### src/rtl/button_pkg.sv
// Shared types and widths for the push-button conditioning path.
package button_pkg;

  // Press/hold/release tracking states.
  typedef enum logic [1:0] {
    IDLE    = 2'd0,
    PRESSED = 2'd1,
    HELD    = 2'd2
  } btn_state_e;

  // Width of the accepted-press counter shown on LEDs and debug.
  localparam int PRESS_COUNT_W = 8;

endpackage

### src/rtl/sync_chain.sv
// Multi-flop synchroniser for a single asynchronous level.
// Also usable for reset-request synchronisation at top level.
module sync_chain #(
  parameter int STAGES = 2
) (
  input  logic clk,
  input  logic rst,
  input  logic d,
  output logic q
);

  if (STAGES < 2 || STAGES > 4) begin : g_bad_stages
    $error("sync_chain: STAGES must be in 2..4");
  end

  logic [STAGES-1:0] ff;

  // Shift the input through the flop chain; reset clears every stage.
  always_ff @(posedge clk) begin
    if (rst) begin
      ff <= '0;
    end else begin
      ff <= {ff[STAGES-2:0], d};
    end
  end

  assign q = ff[STAGES-1];

endmodule

### src/rtl/button_conditioner.sv
// Raw push-button -> synchronised, debounced level plus single-cycle
// press / release / long-press events and an 8-bit press counter.
//
// Handshake note: there is no valid/ready handshake here. Every pulse
// output is a registered one-cycle strobe that the consumer must sample
// in the cycle it is high; nothing is held or back-pressured, and at
// most one of the three strobes is high in any cycle.
module button_conditioner
  import button_pkg::*;
#(
  parameter int SYNC_STAGES       = 2,
  parameter int DEBOUNCE_CYCLES   = 500000,
  parameter int LONG_PRESS_CYCLES = 50000000,
  parameter int ACTIVE_LOW        = 0
) (
  input  logic                     clk,
  input  logic                     rst,
  input  logic                     btn_raw,
  output logic                     btn_level,
  output logic                     press_pulse,
  output logic                     release_pulse,
  output logic                     long_press_pulse,
  output logic [PRESS_COUNT_W-1:0] press_count
);

  if (SYNC_STAGES < 2) begin : g_bad_sync
    $error("button_conditioner: SYNC_STAGES must be >= 2");
  end
  if (DEBOUNCE_CYCLES < 1) begin : g_bad_deb
    $error("button_conditioner: DEBOUNCE_CYCLES must be >= 1");
  end
  if (LONG_PRESS_CYCLES < 1) begin : g_bad_long
    $error("button_conditioner: LONG_PRESS_CYCLES must be >= 1");
  end

  localparam int DEB_W  = $clog2(DEBOUNCE_CYCLES + 1);
  localparam int HOLD_W = $clog2(LONG_PRESS_CYCLES + 1);
  localparam logic [DEB_W-1:0]  DEB_LAST  = DEB_W'(DEBOUNCE_CYCLES - 1);
  localparam logic [HOLD_W-1:0] HOLD_LAST = HOLD_W'(LONG_PRESS_CYCLES - 1);

  logic              btn_in;
  logic              sync_out;
  logic [DEB_W-1:0]  deb_cnt;
  logic [HOLD_W-1:0] hold_cnt;
  logic              accept;
  logic              rise;
  logic              fall;
  btn_state_e        state;

  // Normalise polarity so 1 always means pressed from here on.
  assign btn_in = btn_raw ^ (ACTIVE_LOW != 0);

  sync_chain #(
    .STAGES (SYNC_STAGES)
  ) u_sync (
    .clk (clk),
    .rst (rst),
    .d   (btn_in),
    .q   (sync_out)
  );

  // A level change is accepted on the cycle the mismatch run completes.
  assign accept = (sync_out != btn_level) && (deb_cnt == DEB_LAST);
  assign rise   = accept & sync_out;
  assign fall   = accept & ~sync_out;

  // Debounce: count consecutive mismatch cycles, any agreement restarts.
  always_ff @(posedge clk) begin
    if (rst) begin
      deb_cnt   <= '0;
      btn_level <= 1'b0;
    end else if (sync_out == btn_level) begin
      deb_cnt <= '0;
    end else if (deb_cnt == DEB_LAST) begin
      btn_level <= sync_out;
      deb_cnt   <= '0;
    end else begin
      deb_cnt <= deb_cnt + DEB_W'(1);
    end
  end

  // Press/hold/release FSM with registered strobes and press counter;
  // strobes land on the same edge that moves btn_level.
  always_ff @(posedge clk) begin
    if (rst) begin
      state            <= IDLE;
      hold_cnt         <= '0;
      press_count      <= '0;
      press_pulse      <= 1'b0;
      release_pulse    <= 1'b0;
      long_press_pulse <= 1'b0;
    end else begin
      press_pulse      <= 1'b0;
      release_pulse    <= 1'b0;
      long_press_pulse <= 1'b0;
      case (state)
        IDLE: begin
          if (rise) begin
            state       <= PRESSED;
            press_pulse <= 1'b1;
            press_count <= press_count + PRESS_COUNT_W'(1);
            hold_cnt    <= '0;
          end
        end
        PRESSED: begin
          // A release on the threshold cycle takes priority over long press.
          if (fall) begin
            state         <= IDLE;
            release_pulse <= 1'b1;
          end else if (hold_cnt == HOLD_LAST) begin
            state            <= HELD;
            long_press_pulse <= 1'b1;
          end else begin
            hold_cnt <= hold_cnt + HOLD_W'(1);
          end
        end
        HELD: begin
          if (fall) begin
            state         <= IDLE;
            release_pulse <= 1'b1;
          end
        end
        default: state <= IDLE;
      endcase
    end
  end

endmodule

### config.mk
export PLATFORM = sky130hd
export DESIGN_NAME = button_conditioner
export DESIGN_NICKNAME = d
export VERILOG_FILES = /design/src/rtl/button_pkg.sv /design/src/rtl/sync_chain.sv /design/src/rtl/button_conditioner.sv
export SDC_FILE = /design/constraint.sdc
export NUM_CORES = 1
export LEC_CHECK = 0
export BUFFER_PORTS_ARGS = -buffer_cell sky130_fd_sc_hd__buf_2
export CORE_ASPECT_RATIO = 0.8
export CORE_MARGIN = 2
export CORE_UTILIZATION = 40
export DETAILED_ROUTE_END_ITERATION = 8
export SLEW_MARGIN = 20
export SYNTH_ARGS = -nofsm -noshare
export SYNTH_HDL_FRONTEND = slang
export SYNTH_HIERARCHICAL = 1
export SYNTH_SLANG_ARGS = --single-unit
export TNS_END_PERCENT = 50
### constraint.sdc
create_clock -name clk -period 5.01 [get_ports clk]
set_input_delay 0.7515 -clock clk [delete_from_list [all_inputs] [get_ports clk]]
set_output_delay 0.7515 -clock clk [all_outputs]
set_load 0.02 [all_outputs]
==> run metrics <==
status=completed; Tot GR Track Use=18.22%; worst slew pin tran=~0.75 ns; DIE WIDTH=104.4 µm; Final Cycle Share=about 53%; setup violators final=0; max-cap viol count=0; Worst Setup Start Kind=register; Num CTS Buffers=9; Pwr per Cell Area=roughly 280 nW/µm²; clock latency on the worst-skew pair=between 0.3 and 0.4 ns; DRC Markers=0; Setup TNS Final=0 ns; CTS max path bufs=2; Sw Share=a little over a fifth; Mapped Cells=approximately 380; CP Class=reg -> reg; syn nets=~390; most common cell in the netlist=dfxtp_1; area growth from synthesis to layout=10.71%; Synth cell types=just over 60; Post-synth EDFFs=0; WL final=approximately 7.7 mm; post-CTS setup buffers=0; IO Pins=15; Synth top cells by count=dfxtp_1 (61), nor2_1 (41), nand2_1 (31); combinational share of power=approximately 1.2%; total die area=between 8000 and 9000 µm²; initial antenna violation count=0; wire length per cell=~15 µm; Synth top area share=37.89%; post-synthesis register bit count=61; Placer Congestion=~0.84; Fill cells=~800; Initial DRC Count=approximately 120; antenna viol nets, final=0; CORE AREA=slightly below 8000 µm²; number of global-route vias before repair=between 2000 and 3000; clk sinks=between 60 and 70; sequential area share after synthesis=37.89%; Top FF cell, synth=dfxtp_1; first-pass GRT wire length=approximately 13 mm; Post-synth ARST share=0%; Core Rows=29; YS warnings=6; H-tree Lvls=3; min Tclk post-route=between 2 and 3 ns; sw power=217.9 µW; Inserted Diodes=0; fin nets=between 300 and 400; CTS tree=yes; CP max FO=9; CP required=5.24 ns; Layout Skew=0.01666 ns; Die H=84.29 µm; vias=between 2000 and 3000; unrepaired setup endpoints after global routing=no; HP Class=reg -> reg; largest net degree at the start of global routing=24; cts repair resizes=0; Synth area leader=dfxtp_1; Initial Util=between 40% and 50%; share of layout cells above drive strength 1=~13%; Post-DP HPWL=5.449 mm; Clock power frac=roughly 50%; register area=roughly 1200 µm²; hold_buf cts=0; worst vdd ir=roughly 0.16 mV; I/O Buffers=14; Slew Viols, Final=0; CP Capture Type=register; CTS clk-pin slew, worst paths=0.08 ns; synthesized area per cell=roughly 8.6 µm²; Multi-input gate area=between 1500 and 2000 µm²; drt pass-1 iters=5; CTS root buffer=clkbuf_8; Slew HR=about 50%; Via density=~5.8; Static Leakage=1.213 nW; Placed Cells=between 400 and 500; Post-Syn Area=3223 µm²; crit path DAT=2.87 ns; Internal=approximately 780 µW; Layout Cells excl Fill=500; Seq pwr share=roughly half; max frequency=379.9 MHz; Overflow after GRT=0; final hold violation count=0; largest cells by area after synthesis=dfxtp_1 (38%), nor2_1 (4.8%), xor2_1 (3.8%)
critical path, cell delays in order (launching register included):
cell and delay (ns):
dfxtp_1 0.33, inv_1 0.11, ha_1 0.31, clkinv_1 0.31
nor2_1 0.40, a21oi_1 0.20, a21oi_1 0.32, a31oi_1 0.18
a2111oi_2 0.36
cell families (layout without fill, tap and decap cells):
kind of cell / Yosys count / count (layout) / share of synthesized area, %
AND/OR/NAND/NOR: 179 / 179 / 31.72
adder cells (fa/ha/maj): 6 / 6 / 2.329
AO/OA/AOI/OAI: 86 / 86 / 18.32
multiplexers: 1 / 1 / 0.3106
flip-flops: 61 / 61 / 37.89
XOR/XNOR: 21 / 21 / 5.707
buffers and inverters: 22 / 38 / 3.727
cell type report:
cell class / count / share of cell area, %
Timing Repair Buffer: 14 / 1.964
Sequential cell: 61 / 34.22
Clock inverter: 6 / 2.419
Tap cell: 108 / 3.787
Multi-Input combinational cell: 293 / 52.91
Clock buffer: 10 / 3.857
Inverter: 8 / 0.8415
power by group through the flow:
stage / combinational [mW] / sequential, mW / clock [mW]
2_1_floorplan: 0.00834 / 0.497 / 0
3_3_place_gp: 0.0112 / 0.497 / 0
3_5_place_dp: 0.0111 / 0.497 / 0
4_1_cts: 0.0112 / 0.486 / 0.510
5_1_grt: 0.0129 / 0.486 / 0.533
6_report: 0.0116 / 0.486 / 0.501
final timing paths:
kind                  end  cells past startpoint         start  slack [ns]
min reg2reg  u_sync/ff[1]                      1  u_sync/ff[0]        0.43
max reg2reg  hold_cnt[15]                      8      state[1]        2.38
min          u_sync/ff[1]                      1  u_sync/ff[0]        0.43
max          hold_cnt[15]                      8      state[1]        2.38
registers in the layout (all words and copies together) (netlist names):
name,cells
hold_cnt,26
deb_cnt,19
press_count,8
state,2
u_sync/ff,2
btn_level,1
long_press_pulse,1
press_pulse,1
release_pulse,1
per-stage QoR:
stage	hold slack (ns)	utilization, %	cell area (µm²)	power [mW]	setup WS [ns]
floorplan	0.4138	-	3223	0.5056	2.856
global placement	0.4228	42.40	3338	0.5085	2.481
detailed placement	0.4256	42.40	3338	0.5085	2.493
CTS	0.4346	45.24	3562	1.007	2.446
global route	0.4656	45.32	3568	1.032	2.149
finish	0.4318	45.32	3568	0.9985	2.378
cells in the final DEF, fill, tap and decap left out, types with 3 or more instances in the layout:
master	count
a21oi_1	16
a31oi_1	9
a41oi_1	5
and2_1	3
and3_1	11
and3b_1	3
and4_1	5
buf_2	14
clkbuf_8	10
dfxtp_1	61
ha_1	6
inv_1	7
nand2_1	31
nand2b_1	3
nand3_1	21
nand4_1	14
nor2_1	41
nor2b_1	4
nor3_1	11
nor3_4	3
nor4_1	6
o21ai_0	15
o21ai_1	13
o31ai_1	7
o41ai_1	5
or3_1	5
xnor2_1	7
xor2_1	14
routing by layer:
metal | vias to the layer above | part of all wire (%) | GRT usage [%]
met4 | 0 | 1.8 | 8.231
met3 | 16 | 6.7 | 4.891
li1 | 1426 | - | -
met2 | 92 | 42 | 25.91
met1 | 1343 | 50 | 25.72
met5 | - | 0 | 0
Power figures use the tool's default switching activity.
